[config.mk]
export PLATFORM = sky130hd
export DESIGN_NAME = gbe_udp_rx_frame_gen
export DESIGN_NICKNAME = d
export VERILOG_FILES = /design/src/rtl/gbe_udp_rx_frame_gen.sv
export SDC_FILE = /design/constraint.sdc
export NUM_CORES = 1
export LEC_CHECK = 0
export ABC_AREA = 1
export CORE_ASPECT_RATIO = 0.5
export CORE_UTILIZATION = 62
export CTS_BUF_LIST = sky130_fd_sc_hd__clkbuf_4 sky130_fd_sc_hd__clkbuf_8
export DETAILED_ROUTE_END_ITERATION = 10
export PLACE_DENSITY = 0.84
export SKIP_LAST_GASP = 1
export SLEW_MARGIN = 20
export SYNTH_ARGS = -nofsm -noshare
export SYNTH_HDL_FRONTEND = slang
export SYNTH_SLANG_ARGS = --single-unit
[constraint.sdc]
create_clock -name mac_clk -period 3.46 [get_ports mac_clk]
set_clock_uncertainty 0.15 [all_clocks]
set_input_delay 0.692 -clock mac_clk [delete_from_list [all_inputs] [get_ports mac_clk]]
set_output_delay 0.692 -clock mac_clk [all_outputs]
set_load 0.01 [all_outputs]
[src/rtl/gbe_udp_rx_frame_gen.sv]
// Ethernet/IPv4/UDP frame source for the MAC receive side: one byte per cycle,
// no preamble/FCS, followed by a single good/bad status pulse and an idle gap.
//
// state   | meaning
// IDLE    | waiting for a start request with a legal payload length
// CALC    | IPv4 header checksum computed from the latched length
// HDR     | bytes 0-41: Ethernet, IPv4 and UDP headers
// PAYLOAD | incrementing payload bytes starting at the latched seed
// PAD     | zero bytes up to the 60-byte minimum frame
// STATUS  | good/bad frame pulse, frame counter bump
// GAP     | IFG quiet cycles before returning to IDLE
module gbe_udp_rx_frame_gen #(
    parameter logic [47:0] DST_MAC  = 48'h123456789abc,
    parameter logic [47:0] SRC_MAC  = 48'h020000000001,
    parameter logic [31:0] SRC_IP   = {8'd192, 8'd168, 8'd64, 8'd1},
    parameter logic [31:0] DST_IP   = {8'd100, 8'd101, 8'd102, 8'd103},
    parameter logic [15:0] SRC_PORT = 16'hbeef,
    parameter logic [15:0] DST_PORT = 16'hdead,
    parameter int unsigned IFG      = 12
) (
    input  logic        mac_clk,
    input  logic        mac_rst,
    input  logic        start,
    input  logic [10:0] payload_len,
    input  logic [7:0]  payload_seed,
    input  logic        corrupt,
    output logic [7:0]  mac_rx_data,
    output logic        mac_rx_dvld,
    output logic        mac_rx_goodframe,
    output logic        mac_rx_badframe,
    output logic        busy,
    output logic [15:0] frame_count
);

    localparam logic [2:0] S_IDLE    = 3'd0;
    localparam logic [2:0] S_CALC    = 3'd1;
    localparam logic [2:0] S_HDR     = 3'd2;
    localparam logic [2:0] S_PAYLOAD = 3'd3;
    localparam logic [2:0] S_PAD     = 3'd4;
    localparam logic [2:0] S_STATUS  = 3'd5;
    localparam logic [2:0] S_GAP     = 3'd6;

    localparam logic [7:0] IFG_M1 = 8'(IFG - 1);

    logic [2:0]  r_state;
    logic [10:0] r_len;
    logic [7:0]  r_seed;
    logic        r_corrupt;
    logic [15:0] r_csum;
    logic [10:0] r_pos;
    logic [7:0]  r_gap_cnt;
    logic [7:0]  r_data;
    logic        r_dvld;
    logic        r_good;
    logic        r_bad;
    logic        r_busy;
    logic [15:0] r_frame_count;

    logic          w_len_ok;
    logic [15:0]   w_total_len;
    logic [15:0]   w_udp_len;
    logic [19:0]   w_sum_raw;
    logic [16:0]   w_sum_f1;
    logic [15:0]   w_sum_f2;
    logic [15:0]   w_csum;
    logic [10:0]   w_last_pos;
    logic          w_is_last;
    logic [10:0]   w_next_pos;
    logic [10:0]   w_pay_end;
    logic [335:0]  w_hdr;
    logic [8:0]    w_hdr_idx;
    logic [7:0]    w_byte;
    logic [2:0]    w_region;

    assign w_len_ok    = (payload_len != 11'd0) && (payload_len <= 11'd1472);
    assign w_total_len = 16'd28 + {5'd0, r_len};
    assign w_udp_len   = 16'd8 + {5'd0, r_len};

    // Two folds suffice: after the first the carry out is at most one.
    assign w_sum_raw = 20'h04500 + {4'd0, w_total_len} + 20'h04000 + 20'h04011
                     + {4'd0, SRC_IP[31:16]} + {4'd0, SRC_IP[15:0]}
                     + {4'd0, DST_IP[31:16]} + {4'd0, DST_IP[15:0]};
    assign w_sum_f1  = {1'b0, w_sum_raw[15:0]} + {13'd0, w_sum_raw[19:16]};
    assign w_sum_f2  = w_sum_f1[15:0] + {15'd0, w_sum_f1[16]};
    assign w_csum    = ~w_sum_f2;

    // Short payloads (42+len < 60) are padded out to a 60-byte frame.
    assign w_last_pos = (r_len < 11'd18) ? 11'd59 : (r_len + 11'd41);
    assign w_is_last  = (r_pos == w_last_pos);
    assign w_next_pos = (r_state == S_CALC) ? 11'd0 : (r_pos + 11'd1);
    assign w_pay_end  = r_len + 11'd42;

    assign w_hdr = {DST_MAC, SRC_MAC, 16'h0800,
                    16'h4500, w_total_len, 16'h0000, 16'h4000, 16'h4011, r_csum,
                    SRC_IP, DST_IP,
                    SRC_PORT, DST_PORT, w_udp_len, 16'h0000};
    assign w_hdr_idx = 9'd335 - {w_next_pos[5:0], 3'b000};

    always_comb begin
        w_byte   = 8'h00;
        w_region = S_PAD;
        if (w_next_pos < 11'd42) begin
            w_byte   = w_hdr[w_hdr_idx -: 8];
            w_region = S_HDR;
        end else if (w_next_pos < w_pay_end) begin
            w_byte   = r_seed + w_next_pos[7:0] - 8'd42;
            w_region = S_PAYLOAD;
        end
    end

    always_ff @(posedge mac_clk or posedge mac_rst) begin
        if (mac_rst) begin
            r_state       <= S_IDLE;
            r_len         <= 11'd0;
            r_seed        <= 8'd0;
            r_corrupt     <= 1'b0;
            r_csum        <= 16'd0;
            r_pos         <= 11'd0;
            r_gap_cnt     <= 8'd0;
            r_data        <= 8'd0;
            r_dvld        <= 1'b0;
            r_good        <= 1'b0;
            r_bad         <= 1'b0;
            r_busy        <= 1'b0;
            r_frame_count <= 16'd0;
        end else begin
            r_good <= 1'b0;
            r_bad  <= 1'b0;
            case (r_state)
                S_IDLE: begin
                    if (start && w_len_ok) begin
                        r_len     <= payload_len;
                        r_seed    <= payload_seed;
                        r_corrupt <= corrupt;
                        r_busy    <= 1'b1;
                        r_state   <= S_CALC;
                    end
                end
                S_CALC: begin
                    r_csum  <= w_csum;
                    r_pos   <= w_next_pos;
                    r_data  <= w_byte;
                    r_dvld  <= 1'b1;
                    r_state <= w_region;
                end
                S_HDR, S_PAYLOAD, S_PAD: begin
                    if (w_is_last) begin
                        r_data        <= 8'd0;
                        r_dvld        <= 1'b0;
                        r_good        <= ~r_corrupt;
                        r_bad         <= r_corrupt;
                        r_frame_count <= r_frame_count + 16'd1;
                        r_state       <= S_STATUS;
                    end else begin
                        r_pos   <= w_next_pos;
                        r_data  <= w_byte;
                        r_state <= w_region;
                    end
                end
                S_STATUS: begin
                    r_gap_cnt <= IFG_M1;
                    r_state   <= S_GAP;
                end
                S_GAP: begin
                    if (r_gap_cnt == 8'd0) begin
                        r_busy  <= 1'b0;
                        r_state <= S_IDLE;
                    end else begin
                        r_gap_cnt <= r_gap_cnt - 8'd1;
                    end
                end
                default: begin
                    r_busy  <= 1'b0;
                    r_state <= S_IDLE;
                end
            endcase
        end
    end

    assign mac_rx_data      = r_data;
    assign mac_rx_dvld      = r_dvld;
    assign mac_rx_goodframe = r_good;
    assign mac_rx_badframe  = r_bad;
    assign busy             = r_busy;
    assign frame_count      = r_frame_count;

endmodule
Yosys cells after proc, flatten, opt, wreduce, memory -nomap -nowiden
Cells that the tools add are included.
{"block": "word_totals", "reg_bits": 86, "out_inout_bits": 28, "word_cells": 93}
{"block": "classes", "n_addsub": 19, "n_lt_le_gt_ge": 4, "eq_ne": 12, "shift": 1, "mux": 25, "bitwise": 3, "reduce_logical": 16}
{"cell": "indexed part select 343 x 10 -> 8 bit", "count": 1}
{"cell": "adder 20 x 15 -> 20 bit, second input constant", "count": 2}
{"cell": "two-way mux 11 bit", "count": 3}
{"cell": "two-way mux 8 bit", "count": 4}
{"cell": "one-hot mux 8 bit (2 select lines)", "count": 2}
{"cell": "adder 11 x 6 -> 11 bit, second input constant", "count": 2}
{"cell": "one-hot mux 11 bit (2 select lines)", "count": 1}
{"cell": "adder 19 x 15 -> 20 bit, second input constant", "count": 1}
{"cell": "adder 18 x 16 -> 19 bit, second input constant", "count": 1}
{"cell": "adder 17 x 15 -> 18 bit, second input constant", "count": 1}
{"cell": "adder 16 x 15 -> 17 bit, second input constant", "count": 1}
{"cell": "adder 16 x 4 -> 17 bit", "count": 1}
{"cell": "adder 15 x 12 -> 16 bit, first input constant", "count": 1}
{"cell": "adder 16 x 1 -> 16 bit", "count": 1}
{"cell": "adder 16 x 1 -> 16 bit, second input constant", "count": 1}
{"cell": "NOT 16 bit", "count": 1}
{"cell": "two-way mux 3 bit", "count": 5}
{"cell": "one-hot mux 3 bit (5 select lines)", "count": 1}
{"cell": "adder 4 x 11 -> 12 bit, first input constant", "count": 1}
{"cell": "adder 5 x 11 -> 12 bit, first input constant", "count": 1}
{"cell": "AND reduction 2 bit", "count": 6}
{"cell": "adder 11 x 1 -> 11 bit, second input constant", "count": 1}
{"cell": "== test 11 bit", "count": 1}
{"cell": "less-or-equal comparator 11 bit, second input constant", "count": 1}
{"cell": "23 further kinds", "count": 39}

Logic depth before layout (Yosys ltp)
Gate-level depths: netlist (run 1).
{"block": "depth", "word_depth": 11, "mapped_depth": 22}

Worst setup path after synthesis (run 1)
No wires, ideal clock.
{"block": "synth_path", "kind": "reg-to-reg", "from": "register r_len[3]", "to": "register r_data[4] (netlist: mac_rx_data[4])", "setup_time_ns": 0.066, "t_arrival_ns": 2.602, "slack_ns": 0.642, "stages_incl_launch_ff": 23, "period_less_slack_ns": 2.818, "cell_sequence": "dfrtp_1 > inv_2 > ha_1 > nand2_1 > nand2_1 > nand2_1 > nand2_1 > nand2_1 > xor2_1 > ha_1 > nand2_1 > inv_1 > nand3_1 > inv_1 > nand2_1 > o211ai_1 > a21oi_1 > inv_1 > nor2_2 > nand3_1 > nand2_1 > nand2_1 > nand2_1"}
{"block": "synth_via", "elab_chain_len": 6}
{"element": "start: declaration", "line_no": "46", "text": "logic [10:0] r_len;"}
{"element": "start signal: assignment", "line_no": "132", "text": "r_len <= payload_len;"}
{"element": "branches (longest 5 deep; another with adder 4 x 11 -> 12 bit)"}
{"element": "one-hot mux 8 bit (2 select lines) (*)", "line_no": "129", "text": "case (r_state)"}
{"element": "end signal: assignment", "line_no": "142", "text": "r_data <= w_byte;"}
{"element": "end signal: assignment", "line_no": "156", "text": "r_data <= w_byte;"}
{"element": "end: declaration", "line_no": "52", "text": "logic [7:0] r_data;"}
Every way passes the cells marked *.
A chain may end at the register's enable or synchronous reset.

Worst setup path in the final report (run 1)
{"block": "layout_path", "from": "register r_pos[1]", "to": "register r_data[4] (netlist: mac_rx_data[4])"}
{"element": "start: declaration", "line_no": "50", "text": "logic [10:0] r_pos;"}
{"element": "start signal: assignment", "line_no": "141", "text": "r_pos <= w_next_pos;"}
{"element": "start signal: assignment", "line_no": "155", "text": "r_pos <= w_next_pos;"}
{"element": "adder 11 x 1 -> 11 bit (*)", "line_no": "90", "text": "assign w_next_pos = (r_state == S_CALC) ? 11'd0 : (r_pos + 11'd1);"}
{"element": "two-way mux 11 bit (*)", "line_no": "90"}
{"element": "net w_next_pos[10]", "line_no": "68", "text": "logic [10:0] w_next_pos;"}
{"element": "less-than comparator 11 bit", "line_no": "105", "text": "end else if (w_next_pos < w_pay_end) begin"}
{"element": "two-way mux 8 bit", "line_no": "105"}
{"element": "two-way mux 8 bit (*)", "line_no": "102", "text": "if (w_next_pos < 11'd42) begin"}
{"element": "two-way mux 8 bit", "line_no": "147", "text": "if (w_is_last) begin"}
{"element": "one-hot mux 8 bit (2 select lines) (*)", "line_no": "129"}
The timed path passes the listed nets; every way through them passes the cells marked *.

==> results.sh, run 1 <==
export IMPL_slew_headroom=0.5667
export IMPL_finalSetupViolCount=0
export IMPL_arrival_ps=3340
export IMPL_hold_buffers=0
export IMPL_dieArea_sq_um=12020
export IMPL_cts_tree="yes"
export IMPL_fin_tns_setup_ps=0
export IMPL_io_pins=51
export IMPL_start_util=0.6447
export IMPL_slowest_delay_ps=440
export IMPL_syn_to_final_growth_pct=12.83
export IMPL_clk_path_buf_depth=2
export IMPL_synth_nets=1162
export IMPL_dp_hpwl_um=16120
export IMPL_synthXorXnorAreaFrac=0.04749
export IMPL_io_buffers=50
export IMPL_critPathTopFamily="simple AND/OR/NAND/NOR gates"
export IMPL_wl_um=20880
export IMPL_post_cts_buffers=0
export IMPL_synth_seq_cells=85
export IMPL_clk_latency_ps=380
export IMPL_final_nets=1217
export IMPL_drt_drc_violations_left=0
export IMPL_p_total_mw=8.113
export IMPL_grt_pass1_vias=7110
export IMPL_max_freq_ghz=0.3144
export IMPL_async_reset_ff_frac=1.000
export IMPL_crit_cells=21
export IMPL_worstSetupStartpointType="flip-flop"
export IMPL_synth_fa_ha_area_frac=0.08835
export IMPL_clkSlewWorstSetupHoldPaths_ps=100
export IMPL_critical_path_endpoint_type="flip-flop"
export IMPL_reg2reg_depth=21
export IMPL_grt_max_degree=51
export IMPL_postCtsResizedCells=0
export IMPL_synth_top_family_by_area="simple AND/OR/NAND/NOR gates"
export IMPL_tightest_slew_ps=649.2
export IMPL_synth_cells=1089
export IMPL_grt_pass1_wl_um=34750
export IMPL_grt_setup_unrepaired="no"
export IMPL_grt_usage=0.3694
export IMPL_maxSlewViolCount=0
export IMPL_syn_cell_area_sq_um=7166
export IMPL_cp_endpoint="mac_rx_data[4]$_DFFE_PP0P_"
export IMPL_crit_buf_inv=4
export IMPL_status="finished clean"
export IMPL_die_h_um=78.02
export IMPL_drv_cap=0
export IMPL_clkSinkCount=85
export IMPL_fill_cells=909
export IMPL_crit_path_max_fanout=7
export IMPL_synth_cell_type_count=46
export IMPL_p_leak_nw=4.298
export IMPL_grt_antenna_before_repair=0
export IMPL_powerDensity_nw_per_um2=1003
export IMPL_synth_mux_area_fraction=0
export IMPL_critPathLaunch="r_pos[1]$_DFFE_PP0P_"
export IMPL_timing_rr_start="r_pos[1]$_DFFE_PP0P_"
export IMPL_regToRegSetupSlack_ps=280
export IMPL_min_path_type="flip-flop to flip-flop"
export IMPL_ys_seq_area_frac=0.2968
export IMPL_drt_iter0_drc=777
export IMPL_vias_per_cell=5.750
export IMPL_die_w_um=154.0
export IMPL_coreArea_sq_um=11110
export IMPL_vias=7440
export IMPL_cts_root_buf="clkbuf_8"
export IMPL_crit_slowest_cell="dfrtp_1"
export IMPL_fin_crit_sh=0.9192
export IMPL_worstReg2RegEnd="mac_rx_data[4]$_DFFE_PP0P_"
export IMPL_synthTopCellsByArea="dfrtp_1 (30%), nand2_1 (19%), ha_1 (8.6%), nand3_1 (8.5%), inv_1 (6.3%)"
export IMPL_path_class="flip-flop to flip-flop"
export IMPL_placementRows=27
export IMPL_h_tree_depth=3
export IMPL_avgRoutedWirePerCell_um=16.14
export IMPL_ir_drop_mv=0.5939
export IMPL_drt_pass1_iterations=8
export IMPL_syn_avg_cell_area_sq_um=6.580
export IMPL_synth_compound_area_share=0.08643
export IMPL_synth_top_cell_area_share=0.2968
export IMPL_synth_simple_area_share=0.3848
export IMPL_globalRouteOverflowTotal=0
export IMPL_cp_cell_sequence="ha_1, nand2_1, nor2_2, nand2_1, o21ai_0, nand3_1, inv_1, ha_1, nand2_1, inv_1, nand3_1, inv_1, nand2_1, o211ai_1, a21oi_1, inv_1, nor2_4, nand3_1, nand2_1, nand2_1, nand2_1"
export IMPL_cpMostUsedCell="nand2_1"
export IMPL_yosys_area_top_type="dfrtp_1"
export IMPL_ys_warn_count=0
export IMPL_cts_buffers=9
export IMPL_finalHoldViolCount=0
export IMPL_insertedDiodeCount=0
export IMPL_post_route_min_period_ps=3180
export IMPL_place_gp_congestion=0.9708
export IMPL_synth_edf_count=0
export IMPL_drive_above_1_share=0.07659
export IMPL_cp_required_ps=3620
export IMPL_ys_flop_type="dfrtp_1"
export IMPL_ant_nets=0
## synth_stat cells (all sizes together), types with 5 or more instances
cell type  count
a21oi         40
a31oi          5
buf           19
clkbuf        12
dfrtp         85
ha            49
inv          131
nand2        376
nand3        124
nand4         19
nor2          89
nor3          11
nor4           5
o21ai         62
or2            7
xor2          34
## layout by cell type (no fill, tap or decap), types with 2 or more instances in the layout
cell / synthesis / layout
a21oi_1: 39 / 39
a31oi_1: 5 / 5
buf_12: 0 / 2
buf_4: 5 / 23
clkbuf_8: 0 / 10
clkdlybuf4s50_1: 0 / 50
clkinv_1: 2 / 2
clkinv_2: 0 / 2
clkinv_4: 0 / 3
dfrtp_1: 85 / 85
ha_1: 49 / 49
inv_1: 121 / 120
inv_2: 10 / 10
nand2_1: 368 / 368
nand2_2: 7 / 7
nand3_1: 121 / 121
nand3_2: 2 / 2
nand3b_1: 3 / 3
nand4_1: 19 / 19
nor2_1: 76 / 76
nor2_2: 9 / 8
nor2_4: 4 / 5
nor3_1: 11 / 11
nor4_1: 5 / 5
o211ai_1: 2 / 2
o21ai_0: 51 / 51
o21ai_1: 8 / 8
o21ai_2: 3 / 3
or2_2: 6 / 6
xnor2_1: 3 / 3
xor2_1: 34 / 34
## worst min path at each step
| stage | start | endpoint | slack [ps] | cells after the start |
|---|---|---|---|---|
| global route | r_corrupt$_DFFE_PP0P_ | mac_rx_goodframe$_DFF_PP0_ | 310 | 1 |
| floorplan | r_corrupt$_DFFE_PP0P_ | mac_rx_goodframe$_DFF_PP0_ | 250 | 1 |
| finish | r_corrupt$_DFFE_PP0P_ | mac_rx_goodframe$_DFF_PP0_ | 300 | 1 |
| detailed placement | r_corrupt$_DFFE_PP0P_ | mac_rx_goodframe$_DFF_PP0_ | 280 | 1 |
| global placement | r_corrupt$_DFFE_PP0P_ | mac_rx_goodframe$_DFF_PP0_ | 260 | 1 |
| CTS | r_corrupt$_DFFE_PP0P_ | mac_rx_goodframe$_DFF_PP0_ | 290 | 1 |
## registers in the layout (all words and copies together) (netlist names)
name,flops
r_corrupt,1
r_state,3
r_len,11
busy,1
frame_count,16
mac_rx_dvld,1
mac_rx_badframe,1
r_gap_cnt,8
r_pos,11
r_csum,15
mac_rx_goodframe,1
mac_rx_data,8
r_seed,8
## metal layers
layer	track usage	vias up	wire, um
met2	0.5773	413	8802
li1	-	3591	-
met5	0	-	0
met4	0.1180	0	590
met1	0.5060	3376	9335
met3	0.09001	60	2151
## power breakdown
| group | internal, mW | total [mW] | switching, mW |
|---|---|---|---|
| Combinational | 1.95 | 5.83 | 3.87 |
| Sequential | 1.26 | 1.52 | 0.265 |
| Clock | 0.359 | 0.762 | 0.403 |
| Total | 3.57 | 8.11 | 4.54 |
## cell type report
| cell class | count | area, sq um | area share |
|---|---|---|---|
| multi-input combinational | 840 | 4355 | 0.5387 |
| sequential | 85 | 2127 | 0.2631 |
| timing repair buffer | 75 | 713.2 | 0.08821 |
| inverter | 133 | 500.5 | 0.06190 |
| tap | 145 | 181.4 | 0.02244 |
| clock buffer | 10 | 137.6 | 0.01702 |
| clock inverter | 6 | 70.07 | 0.008666 |
## worst reg2reg max path: cells and delay by family, from the launching register on
family / cells / cell delay (ps)
buffers and inverters: 4 / 360
adder cells (fa/ha/maj): 2 / 480
AND/OR/NAND/NOR: 12 / 1240
flip-flops: 1 / 440
AO/OA/AOI/OAI: 3 / 450
## logic make-up (layout without fill, tap and decap cells)
logic type                 Yosys count  in the layout
AOI/OAI and AO/OA                  115            115
and+or+nand+nor                    637            637
buffers and inverters              164            224
xor gates and xnor gates            38             38
adders and majority gates           50             50
DFF                                 85             85
## per-stage QoR
step                      std cells  worst slack, ps  hold WS (ps)  cell area [sq um]  utilization
final                          1294            279.6         295.1               8085       0.7275
after global routing           1294            11.39         312.0               8085       0.7275
after CTS                      1294            323.7         293.4               8080       0.7270
after detailed placement       1278            374.0         275.5               7873       0.7083
after global placement         1278            457.5         259.6               7873       0.7083
after floorplan                1089            424.5         252.6               7166            -
(Power assumes the default switching activity.)
==> run 2: changes to the inputs <==
CORE_UTILIZATION = 64   (was 62)
PLACE_DENSITY = 0.86   (was 0.84)
SKIP_LAST_GASP = unset   (was 1)
TNS_END_PERCENT = 30   (was unset)
clock period = 3.7 ns   (was 3.46 ns; I/O delays follow)
==> run 2 against run 1 <==
  * Sequential share of layout area is 0.30 points higher
  * Via count is 0.83% lower
  * Die area decreased by 3.1%
  * Highest routed layer unchanged
==> results.sh, run 2 (synthesis results as in run 1) <==
export IMPL_grt_max_degree=45
export IMPL_ant_nets=0
export IMPL_dp_slack_ps=457.2
export IMPL_clkSinkCount=85
export IMPL_grt_usage=0.3805
export IMPL_largest_reg_flops=16
export IMPL_grt_pass1_vias=6932
export IMPL_ir_drop_mv=0.6124
export IMPL_io_buffers=50
export IMPL_crit_path_max_fanout=12
export IMPL_post_cts_buffers=0
export IMPL_critical_path_endpoint_type="flip-flop"
export IMPL_min_path_type="flip-flop to flip-flop"
export IMPL_grt_pass1_wl_um=34220
export IMPL_final_nets=1206
export IMPL_vias_per_cell=5.773
export IMPL_final_util=0.7590
export IMPL_slowest_delay_ps=500
export IMPL_postCtsResizedCells=0
export IMPL_cts_tree="yes"
export IMPL_arrival_ps=3410
export IMPL_avgRoutedWirePerCell_um=16.37
export IMPL_post_route_min_period_ps=3245
export IMPL_h_tree_depth=3
export IMPL_vias=7378
export IMPL_globalRouteOverflowTotal=0
export IMPL_cp_cell_sequence="inv_2, ha_1, nand2_1, nand2_1, nand2_1, nand2_1, nand2_1, xor2_1, ha_1, nand2_1, inv_1, nand3_1, inv_1, nand2_1, o211ai_1, a21oi_1, inv_1, nor2_4, nand2_1, nand2_1, nand2_1, nand2_1"
export IMPL_drt_drc_violations_left=0
export IMPL_wl_um=20930
export IMPL_critPathTopFamily="simple AND/OR/NAND/NOR gates"
export IMPL_insertedDiodeCount=0
export IMPL_fin_tns_setup_ps=0
export IMPL_drt_iter0_drc=640
export IMPL_dp_hpwl_um=15910
export IMPL_crit_buf_inv=4
export IMPL_cp_required_ps=3870
export IMPL_grt_antenna_before_repair=0
export IMPL_worstSetupStartpointType="flip-flop"
export IMPL_powerDensity_nw_per_um2=946.1
export IMPL_seqCellArea_sq_um=2128
export IMPL_path_class="flip-flop to flip-flop"
export IMPL_clkSlewWorstSetupHoldPaths_ps=100
export IMPL_final_cell_mix="nand2_1 (368), nand3_1 (121), inv_1 (120)"
export IMPL_die_w_um=151.6
export IMPL_worst_slack_ps=455.5
export IMPL_slew_headroom=0.4733
export IMPL_drt_pass1_iterations=5
export IMPL_cpMostUsedCell="nand2_1"
export IMPL_syn_to_final_growth_pct=11.65
export IMPL_clk_latency_ps=380
export IMPL_die_h_um=76.82
export IMPL_status="finished clean"
export IMPL_p_leak_nw=4.236
export IMPL_multiInputGateArea_sq_um=4355
export IMPL_io_pins=51
export IMPL_finalHoldViolCount=0
export IMPL_drv_cap=0
export IMPL_coreArea_sq_um=10540
export IMPL_crit_slowest_cell="dfrtp_1"
export IMPL_final_common_cell="nand2_1"
export IMPL_place_gp_congestion=0.9716
export IMPL_hold_buffers=0
export IMPL_tightest_slew_ps=789.1
export IMPL_maxSlewViolCount=0
export IMPL_cts_buffers=9
export IMPL_dieArea_sq_um=11650
export IMPL_clk_path_buf_depth=2
export IMPL_cts_root_buf="clkbuf_8"
export IMPL_fill_cells=822
export IMPL_finalSetupViolCount=0
export IMPL_placementRows=26
export IMPL_drive_above_1_share=0.06854
export IMPL_start_util=0.6798
export IMPL_fin_crit_sh=0.8769
export IMPL_grt_setup_unrepaired="no"
export IMPL_max_freq_ghz=0.3082
run 2: cell types whose count changed in the layout (fill, tap and decap cells not counted), sizes merged:
cell      before  now
clkinvlp       0    2
clkbuf        10   11
buf           25   14
clkinv         7    3
bufinv         1    2
run 2: final cells by class:
cell class / count / area share
multi-input combinational: 840 / 0.5444
tap: 140 / 0.02190
timing repair buffer: 64 / 0.07726
clock buffer: 11 / 0.01736
clock inverter: 5 / 0.01048
sequential: 85 / 0.2660
inverter: 133 / 0.06256
run 2: layer usage:
layer  global-route usage  vias up  wire, um
li1                     -     3576         -
met1               0.5207     3396      9071
met2               0.5964      357      9210
met3              0.09583       49      2171
met4               0.1010        0       472
met5                    0        -         0
run 2: power by group:
part	internal (mW)	switching (mW)	leakage, nW	total [mW]
Clock	0.398	0.373	0.107	0.772
Sequential	1.18	0.321	1.07	1.50
Combinational	1.76	3.54	3.05	5.30
run 2: final timing paths:
check | cells after the start | start | endpoint | slack [ps]
max | 22 | r_len[3]$_DFFE_PP0P_ | mac_rx_data[6]$_DFFE_PP0P_ | 460
min | 1 | r_corrupt$_DFFE_PP0P_ | mac_rx_goodframe$_DFF_PP0_ | 290
max reg2reg | 22 | r_len[3]$_DFFE_PP0P_ | mac_rx_data[6]$_DFFE_PP0P_ | 460
min reg2reg | 1 | r_corrupt$_DFFE_PP0P_ | mac_rx_goodframe$_DFF_PP0_ | 290
max in group asynchronous | 3 | mac_rst | r_csum[6]$_DFFE_PP0P_ | 2040
min in group asynchronous | 2 | mac_rst | r_pos[4]$_DFFE_PP0P_ | 660
run 2: per-stage QoR:
step           hold WS [ps]  cells  power (mW)  cell area, sq um
2_1_floorplan         252.6   1089       5.200              7166
3_3_place_gp          260.1   1262       6.441              7771
3_5_place_dp          276.5   1262       6.580              7771
4_1_cts               290.1   1278       7.392              7994
5_1_grt               320.9   1278       8.258              8000
6_report              288.1   1278       7.569              8000
